## src/rtl/imm_ext_pkg.sv

```systemverilog
// Package for the immediate-extension pipeline.
// Holds the extension-mode encoding used by the core, the pipeline and
// anything that drives them.
package imm_ext_pkg;

  localparam int EXT_MODE_W = 2;

  // 00 SIGN, 01 ZERO, 10 LUI (immediate into the top bits),
  // 11 BRANCH (sign-extend then shift left, with overflow flag)
  typedef enum logic [EXT_MODE_W-1:0] {
    EXT_SIGN   = 2'b00,
    EXT_ZERO   = 2'b01,
    EXT_LUI    = 2'b10,
    EXT_BRANCH = 2'b11
  } ext_mode_e;

  localparam int PIPE_STAGES = 2;

endpackage

```

## src/rtl/imm_ext_pipe_if.sv

```systemverilog
// Handshake bundle for imm_ext_pipe.
//   in_valid/in_ready/in_imm/in_mode : request side (producer -> unit)
//   out_valid/out_ready/out_data/out_trunc : result side (unit -> consumer)
//   busy : unit holds at least one entry
// master = producer/consumer side, slave = the extension unit.
interface imm_ext_pipe_if #(
  parameter int IN_W  = 16,
  parameter int OUT_W = 30
);
  import imm_ext_pkg::*;

  logic                  in_valid;
  logic                  in_ready;
  logic [IN_W-1:0]       in_imm;
  logic [EXT_MODE_W-1:0] in_mode;
  logic                  out_valid;
  logic                  out_ready;
  logic [OUT_W-1:0]      out_data;
  logic                  out_trunc;
  logic                  busy;

  modport master (
    output in_valid, in_imm, in_mode, out_ready,
    input  in_ready, out_valid, out_data, out_trunc, busy
  );

  modport slave (
    input  in_valid, in_imm, in_mode, out_ready,
    output in_ready, out_valid, out_data, out_trunc, busy
  );

endinterface

```

## src/rtl/imm_ext_core.sv

```systemverilog
// Combinational immediate extender.
//   mode  : extension mode (SIGN / ZERO / LUI / BRANCH)
//   imm   : IN_W-bit immediate
//   data  : OUT_W-bit extended result
//   trunc : BRANCH result dropped significant bits (0 in other modes)
module imm_ext_core
  import imm_ext_pkg::*;
#(
  parameter int IN_W  = 16,
  parameter int OUT_W = 30,
  parameter int SHIFT = 2
) (
  input  logic [EXT_MODE_W-1:0] mode,
  input  logic [IN_W-1:0]       imm,
  output logic [OUT_W-1:0]      data,
  output logic                  trunc
);

  if (IN_W < 2 || OUT_W < IN_W || SHIFT < 0 || SHIFT >= OUT_W) begin : g_bad_params
    $error("imm_ext_core: illegal IN_W/OUT_W/SHIFT");
  end

  // shifted value is kept SHIFT bits wider so overflow can be detected
  localparam int TW = OUT_W + SHIFT;

  logic [OUT_W-1:0] sx, zx, lui;
  logic [TW-1:0]    t;
  logic             br_trunc;

  // built bit by bit so IN_W == OUT_W needs no zero-width replication
  for (genvar i = 0; i < OUT_W; i++) begin : g_ext
    if (i < IN_W) begin : g_lo
      assign sx[i] = imm[i];
      assign zx[i] = imm[i];
    end else begin : g_hi
      assign sx[i] = imm[IN_W-1];
      assign zx[i] = 1'b0;
    end
    if (i >= OUT_W - IN_W) begin : g_lui_hi
      assign lui[i] = imm[i-(OUT_W-IN_W)];
    end else begin : g_lui_lo
      assign lui[i] = 1'b0;
    end
  end

  for (genvar j = 0; j < TW; j++) begin : g_t
    if (j < SHIFT) begin : g_z
      assign t[j] = 1'b0;
    end else if (j - SHIFT < IN_W) begin : g_v
      assign t[j] = imm[j-SHIFT];
    end else begin : g_s
      assign t[j] = imm[IN_W-1];
    end
  end

  // the result is only faithful if every bit from the new sign position
  // upward agrees; otherwise the shift pushed magnitude off the top
  assign br_trunc = ~(&t[TW-1:OUT_W-1] | ~|t[TW-1:OUT_W-1]);

  always_comb begin
    data  = '0;
    trunc = 1'b0;
    case (ext_mode_e'(mode))
      EXT_SIGN: data = sx;
      EXT_ZERO: data = zx;
      EXT_LUI:  data = lui;
      EXT_BRANCH: begin
        data  = t[OUT_W-1:0];
        trunc = br_trunc;
      end
      default: data = '0;
    endcase
  end

endmodule

```

## src/rtl/imm_ext_pipe.sv

```systemverilog
// Two-stage valid/ready immediate-extension pipeline.
//   clk, rst_n : clock, asynchronous active-low reset
//   bus        : imm_ext_pipe_if slave (request in, result out, busy)
// Stage 1 registers the raw immediate and mode; stage 2 registers the
// extended result and trunc flag. Ready propagates backwards
// combinationally, so a full pipeline with a stalled consumer refuses
// input in the same cycle and there is no skid storage.
module imm_ext_pipe
  import imm_ext_pkg::*;
#(
  parameter int IN_W  = 16,
  parameter int OUT_W = 30,
  parameter int SHIFT = 2
) (
  input  logic          clk,
  input  logic          rst_n,
  imm_ext_pipe_if.slave bus
);

  if (IN_W < 2 || OUT_W < IN_W || SHIFT < 0 || SHIFT >= OUT_W) begin : g_bad_params
    $error("imm_ext_pipe: illegal IN_W/OUT_W/SHIFT");
  end
  if ($bits(bus.in_imm) != IN_W || $bits(bus.out_data) != OUT_W) begin : g_bad_if
    $error("imm_ext_pipe: interface widths do not match parameters");
  end

  localparam int STAGES = PIPE_STAGES;

  // vld_pipe[1] = stage 1 valid, vld_pipe[2] = stage 2 valid
  logic [STAGES:1]       vld_pipe;
  logic [IN_W-1:0]       s1_imm;
  logic [EXT_MODE_W-1:0] s1_mode;
  logic [OUT_W-1:0]      s2_data;
  logic                  s2_trunc;
  logic [OUT_W-1:0]      core_data;
  logic                  core_trunc;
  logic                  s1_load, s2_load, out_fire;

  assign out_fire = vld_pipe[2] & bus.out_ready;
  // stage 2 frees up either by being empty or by handing off this edge
  assign s2_load  = vld_pipe[1] & (~vld_pipe[2] | bus.out_ready);
  // gated with rst_n so nothing is accepted while reset is held
  assign bus.in_ready = rst_n & (~vld_pipe[1] | ~vld_pipe[2] | bus.out_ready);
  assign s1_load  = bus.in_valid & bus.in_ready;

  always_ff @(posedge clk or negedge rst_n) begin
    if (!rst_n) begin
      vld_pipe <= '0;
    end else begin
      if (s1_load)       vld_pipe[1] <= 1'b1;
      else if (s2_load)  vld_pipe[1] <= 1'b0;
      if (s2_load)       vld_pipe[2] <= 1'b1;
      else if (out_fire) vld_pipe[2] <= 1'b0;
    end
  end

  always_ff @(posedge clk or negedge rst_n) begin
    if (!rst_n) begin
      s1_imm  <= '0;
      s1_mode <= '0;
    end else if (s1_load) begin
      s1_imm  <= bus.in_imm;
      s1_mode <= bus.in_mode;
    end
  end

  imm_ext_core #(
    .IN_W  (IN_W),
    .OUT_W (OUT_W),
    .SHIFT (SHIFT)
  ) u_core (
    .mode  (s1_mode),
    .imm   (s1_imm),
    .data  (core_data),
    .trunc (core_trunc)
  );

  // held while the consumer stalls: s2_load is low whenever s2 is
  // occupied and out_ready is low
  always_ff @(posedge clk or negedge rst_n) begin
    if (!rst_n) begin
      s2_data  <= '0;
      s2_trunc <= 1'b0;
    end else if (s2_load) begin
      s2_data  <= core_data;
      s2_trunc <= core_trunc;
    end
  end

  assign bus.out_valid = vld_pipe[2];
  assign bus.out_data  = s2_data;
  assign bus.out_trunc = s2_trunc;
  assign bus.busy      = |vld_pipe;

endmodule

```

## src/flat_wrapper.sv

```systemverilog
// flat-port wrapper written by rule: the top's interface ports become plain ports
module imm_ext_pipe_flat import imm_ext_pkg::*;
#(
  parameter int IN_W  = 16,
  parameter int OUT_W = 30,
  parameter int SHIFT = 2
)
  (clk, rst_n, bus_in_valid, bus_in_imm, bus_in_mode, bus_out_ready, bus_in_ready, bus_out_valid, bus_out_data, bus_out_trunc, bus_busy);
  imm_ext_pipe_if #(.IN_W(IN_W), .OUT_W(OUT_W)) bus_i ();
  input  logic clk;
  input  logic rst_n;
  input wire logic [$bits(bus_i.in_valid)-1:0] bus_in_valid;
  input wire logic [$bits(bus_i.in_imm)-1:0] bus_in_imm;
  input wire logic [$bits(bus_i.in_mode)-1:0] bus_in_mode;
  input wire logic [$bits(bus_i.out_ready)-1:0] bus_out_ready;
  output wire logic [$bits(bus_i.in_ready)-1:0] bus_in_ready;
  output wire logic [$bits(bus_i.out_valid)-1:0] bus_out_valid;
  output wire logic [$bits(bus_i.out_data)-1:0] bus_out_data;
  output wire logic [$bits(bus_i.out_trunc)-1:0] bus_out_trunc;
  output wire logic [$bits(bus_i.busy)-1:0] bus_busy;
  assign bus_i.in_valid = bus_in_valid;
  assign bus_i.in_imm = bus_in_imm;
  assign bus_i.in_mode = bus_in_mode;
  assign bus_i.out_ready = bus_out_ready;
  assign bus_in_ready = bus_i.in_ready;
  assign bus_out_valid = bus_i.out_valid;
  assign bus_out_data = bus_i.out_data;
  assign bus_out_trunc = bus_i.out_trunc;
  assign bus_busy = bus_i.busy;
  imm_ext_pipe #(.IN_W(IN_W), .OUT_W(OUT_W), .SHIFT(SHIFT)) u_core (.clk(clk), .rst_n(rst_n), .bus(bus_i));
endmodule
```

## config.mk

```make
export PLATFORM = sky130hd
export DESIGN_NAME = imm_ext_pipe_flat
export DESIGN_NICKNAME = d
export VERILOG_FILES = /design/src/rtl/imm_ext_pkg.sv /design/src/rtl/imm_ext_pipe_if.sv /design/src/rtl/imm_ext_core.sv /design/src/rtl/imm_ext_pipe.sv /design/src/flat_wrapper.sv
export SDC_FILE = /design/constraint.sdc
export NUM_CORES = 1
export LEC_CHECK = 0
export CAP_MARGIN = 20
export CORE_MARGIN = 5
export CORE_UTILIZATION = 36
export CTS_BUF_LIST = sky130_fd_sc_hd__clkbuf_16
export DETAILED_ROUTE_END_ITERATION = 12
export SYNTH_ARGS = -nofsm -noshare
export SYNTH_HDL_FRONTEND = slang
export SYNTH_HIERARCHICAL = 1
export SYNTH_SLANG_ARGS = --single-unit
```

## constraint.sdc

```tcl
create_clock -name clk -period 1.65 [get_ports clk]
set_clock_uncertainty 0.05 [all_clocks]
set_input_delay 0.33 -clock clk [delete_from_list [all_inputs] [get_ports clk]]
set_output_delay 0.33 -clock clk [all_outputs]
set_load 0.02 [all_outputs]
```

==> flow_metrics.py <==
metrics = {
    "setup_path": {
        "crit_buf_inv": 1,
        "crit_start": "u_core/bus.out_data[16]",
        "path_cells": "clkdlybuf4s50_1",
        "crit_end": "bus_out_data[16]",
        "cp-start-kind": "register",
        "r2r_end": "u_core/bus.out_data[7]",
        "endpoint_kind": "primary output",
        "critical_path_class": "register to primary output",
        "cp.arrival_ns": 1.24,
        "reg2reg_slack_ns": 0.17,
        "required_ns": 1.27,
        "cp_slowest_stage_delay_ns": 0.60,
        "reg2reg_from": "u_core/s1_mode[0]",
        "crit_cells": 1,
        "path_max_fanout": 2,
        "worstRegToRegCells": 3,
        "path_delay_family": "buffers and inverters",
        "crit_slowest_cell": "clkdlybuf4s50_1",
    },
    "clock_network": {
        "cts_max_level": 2,
        "clock_sinks": 51,
        "cts_tree": "built",
        "cts-root-buf": "clkbuf_16",
        "clock_latency_ns": 0.28,
        "clockBufferDepth": 2,
        "cts.clk_slew.worst_paths_ns": 0.07,
        "cts_made_buffers": 5,
    },
    "timing": {
        "final-setup-viol-count": 0,
        "timing.hold.ws_ns": 0.141,
        "fin_crit_sh_pct": 98.0,
        "period_minus_slack_ns": 1.62,
        "slew_violations": 0,
        "rsz0062_at_grt": "yes",
        "worst_slack_ns": 0.0328,
        "hold_viol_final": 0,
        "worstMarginPinSlew_ns": 0.615,
        "fmax_ghz": 0.618,
        "slew_headroom_pct": 59.0,
        "tns_ns": 0,
    },
    "layout": {
        "layout_common_cells": "51 x dfrtp_1, 39 x mux2_2, 27 x clkdlybuf4s50_1, 22 x dlymetal6s2s_1, 15 x mux2i_1",
        "final_common_cell": "dfrtp_1",
        "drive_gt1_share_pct": 32.9,
        "multiInputGateArea_um2": 1030,
        "area_delta_synth_final_pct": 34.8,
        "nets": 258,
        "diodes": 0,
        "seq_area_um2": 1280,
        "n_fill_cell": 628,
    },
    "synth": {
        "yosysTopAreaCellShare_pct": 52.6,
        "syn_area_um2": 2430,
        "ys_seq_area_share_pct": 52.6,
        "ys_types": 24,
        "synth-seq-cells": 51,
        "syn_avg_cell_area_um2": 13.9,
        "synth_adder_area_share_pct": 0,
        "ys_warn_count": 6,
        "synth_area_leaders": "dfrtp_1 53%, mux2_2 18%, mux2_4 6.2%",
        "synth_top_family_by_area": "multiplexers",
        "synth_compound_area_share_pct": 7.73,
        "synth_top_area_cell": "dfrtp_1",
        "synth_nets": 197,
        "yosys.area_share.simple_pct": 4.02,
        "synthCells": 175,
        "yosys-mux-area-fraction_pct": 30.5,
        "synth_xor_area_share_pct": 0,
    },
    "global_routing": {
        "first_global_vias": 1604,
        "grt_usage_pct": 12.4,
        "overflow": 0,
        "antenna_found_initial": 0,
        "grt_first_pass_wirelength_mm": 8.20,
        "grt_max_degree": 50,
    },
    "routing": {
        "num_vias": 1557,
        "ant_nets": 0,
        "drt_iter0_drc": 39,
        "drc": 0,
        "post_drt_wl_per_cell_um": 15.7,
        "wl_mm": 4.98,
        "viasPerCell": 4.91,
        "first_pass_iters": 4,
    },
    "floorplanning": {
        "start_util_pct": 36.3,
        "die_height_um": 92.1,
        "die_w_um": 92.1,
        "die_area_um2": 8490,
        "pin_count": 56,
        "rows": 30,
        "core_area_um2": 6680,
    },
    "placed_design": {
        "pre_cts_slack_ns": -0.372,
        "port_buffers": 55,
        "place_hpwl_mm": 3.60,
        "gp_congestion": 0.745,
    },
    "flow_run": {
        "max_cap_viol_count": 0,
    },
    "worst_hold_path": {
        "hold_path.class": "primary input to async pin",
    },
    "power_and_ir_drop": {
        "ir_worst_vdd_uv": 516,
        "leakage_nw": 1.71,
        "p_per_area_nw_per_um2": 1440,
    },
    "outcome": {
        "status": "finished, final reports clean",
    },
}
-- power breakdown --
| group | internal, mW | total, mW | leakage [nW] | switching, mW |
|---|---|---|---|---|
| Combinational | 1.01 | 1.84 | 1.02 | 0.838 |
| Sequential | 1.63 | 1.88 | 0.621 | 0.253 |
| Clock | 0.562 | 1.00 | 0.0740 | 0.439 |
-- final cells by class --
type | count | share of cell area (%)
Clock inverter | 3 | 0.573
Tap cell | 80 | 3.06
Inverter | 1 | 0.115
Sequential cell | 51 | 39.0
Multi-Input combinational cell | 109 | 31.6
Timing Repair Buffer | 68 | 21.8
Clock buffer | 5 | 3.82
-- logic make-up after synthesis --
family          Yosys count
mux                      64
flops                    51
compound gates           28
simple gates             16
buf+inv                  15
other cells               1
-- worst min-delay path by stage --
stage,from,to,slack [ns]
floorplan,rst_n,u_core/bus.out_data[0],-0.02
CTS,rst_n,u_core/s1_imm[4],0.18
detailed placement,rst_n,u_core/vld_pipe[1],0.23
global route,rst_n,u_core/s1_imm[4],0.21
finish,rst_n,u_core/s1_imm[4],0.14
global placement,rst_n,u_core/vld_pipe[1],0.22
-- routing by layer --
metal | wire, um | GRT usage (%)
met1 | 2300 | 16.6
met4 | 40 | 4.08
met2 | 2360 | 19.5
met5 | 0 | 0
met3 | 282 | 3.53
-- synth_stat cells, drive strengths merged --
cell / number
and2: 2
nand3b: 1
a21oi: 2
mux2: 49
buf: 14
a21boi: 1
nand2: 3
nand2b: 2
a22o: 12
or2: 1
mux2i: 15
dfrtp: 51
o21ai: 13
nand3: 2
nor2: 2
conb: 1
nor2b: 3
inv: 1
-- repair_timing --
action | 4_1_cts | 5_1_grt
endpoints found under the setup margin | 5 | 36
cloned | 0 | 0
resized for setup | 10 | 26
setup buffers | 0 | 0
pin swaps | 0 | 1
hold buffers | 1 | 0
hold endpoints to repair | 2 | 0
-- stage by stage --
stage / cell area [um^2] / instances / power (mW) / util [%]
after detailed placement: 3070 / 308 / 3.85 / 45.9
after global routing: 3270 / 317 / 5.02 / 49.0
after floorplan: 2430 / 175 / 2.98 / -
after CTS: 3220 / 317 / 4.86 / 48.1
after global placement: 3070 / 308 / 3.82 / 45.9
final: 3270 / 317 / 4.72 / 49.0
-- state kept, by name, indices dropped and copies added, names as in the netlist --
signal	count
u_core/s1_imm	16
u_core/bus.out_data	30
u_core/bus.out_trunc	1
u_core/vld_pipe	2
u_core/s1_mode	2
-- worst reg2reg max path, cell delays in order (launching register included) --
cell and delay, ns:
dfrtp_1 0.56, and2_4 0.29, a22o_1 0.21, mux2_2 0.26
Power figures use the tool's default switching activity.
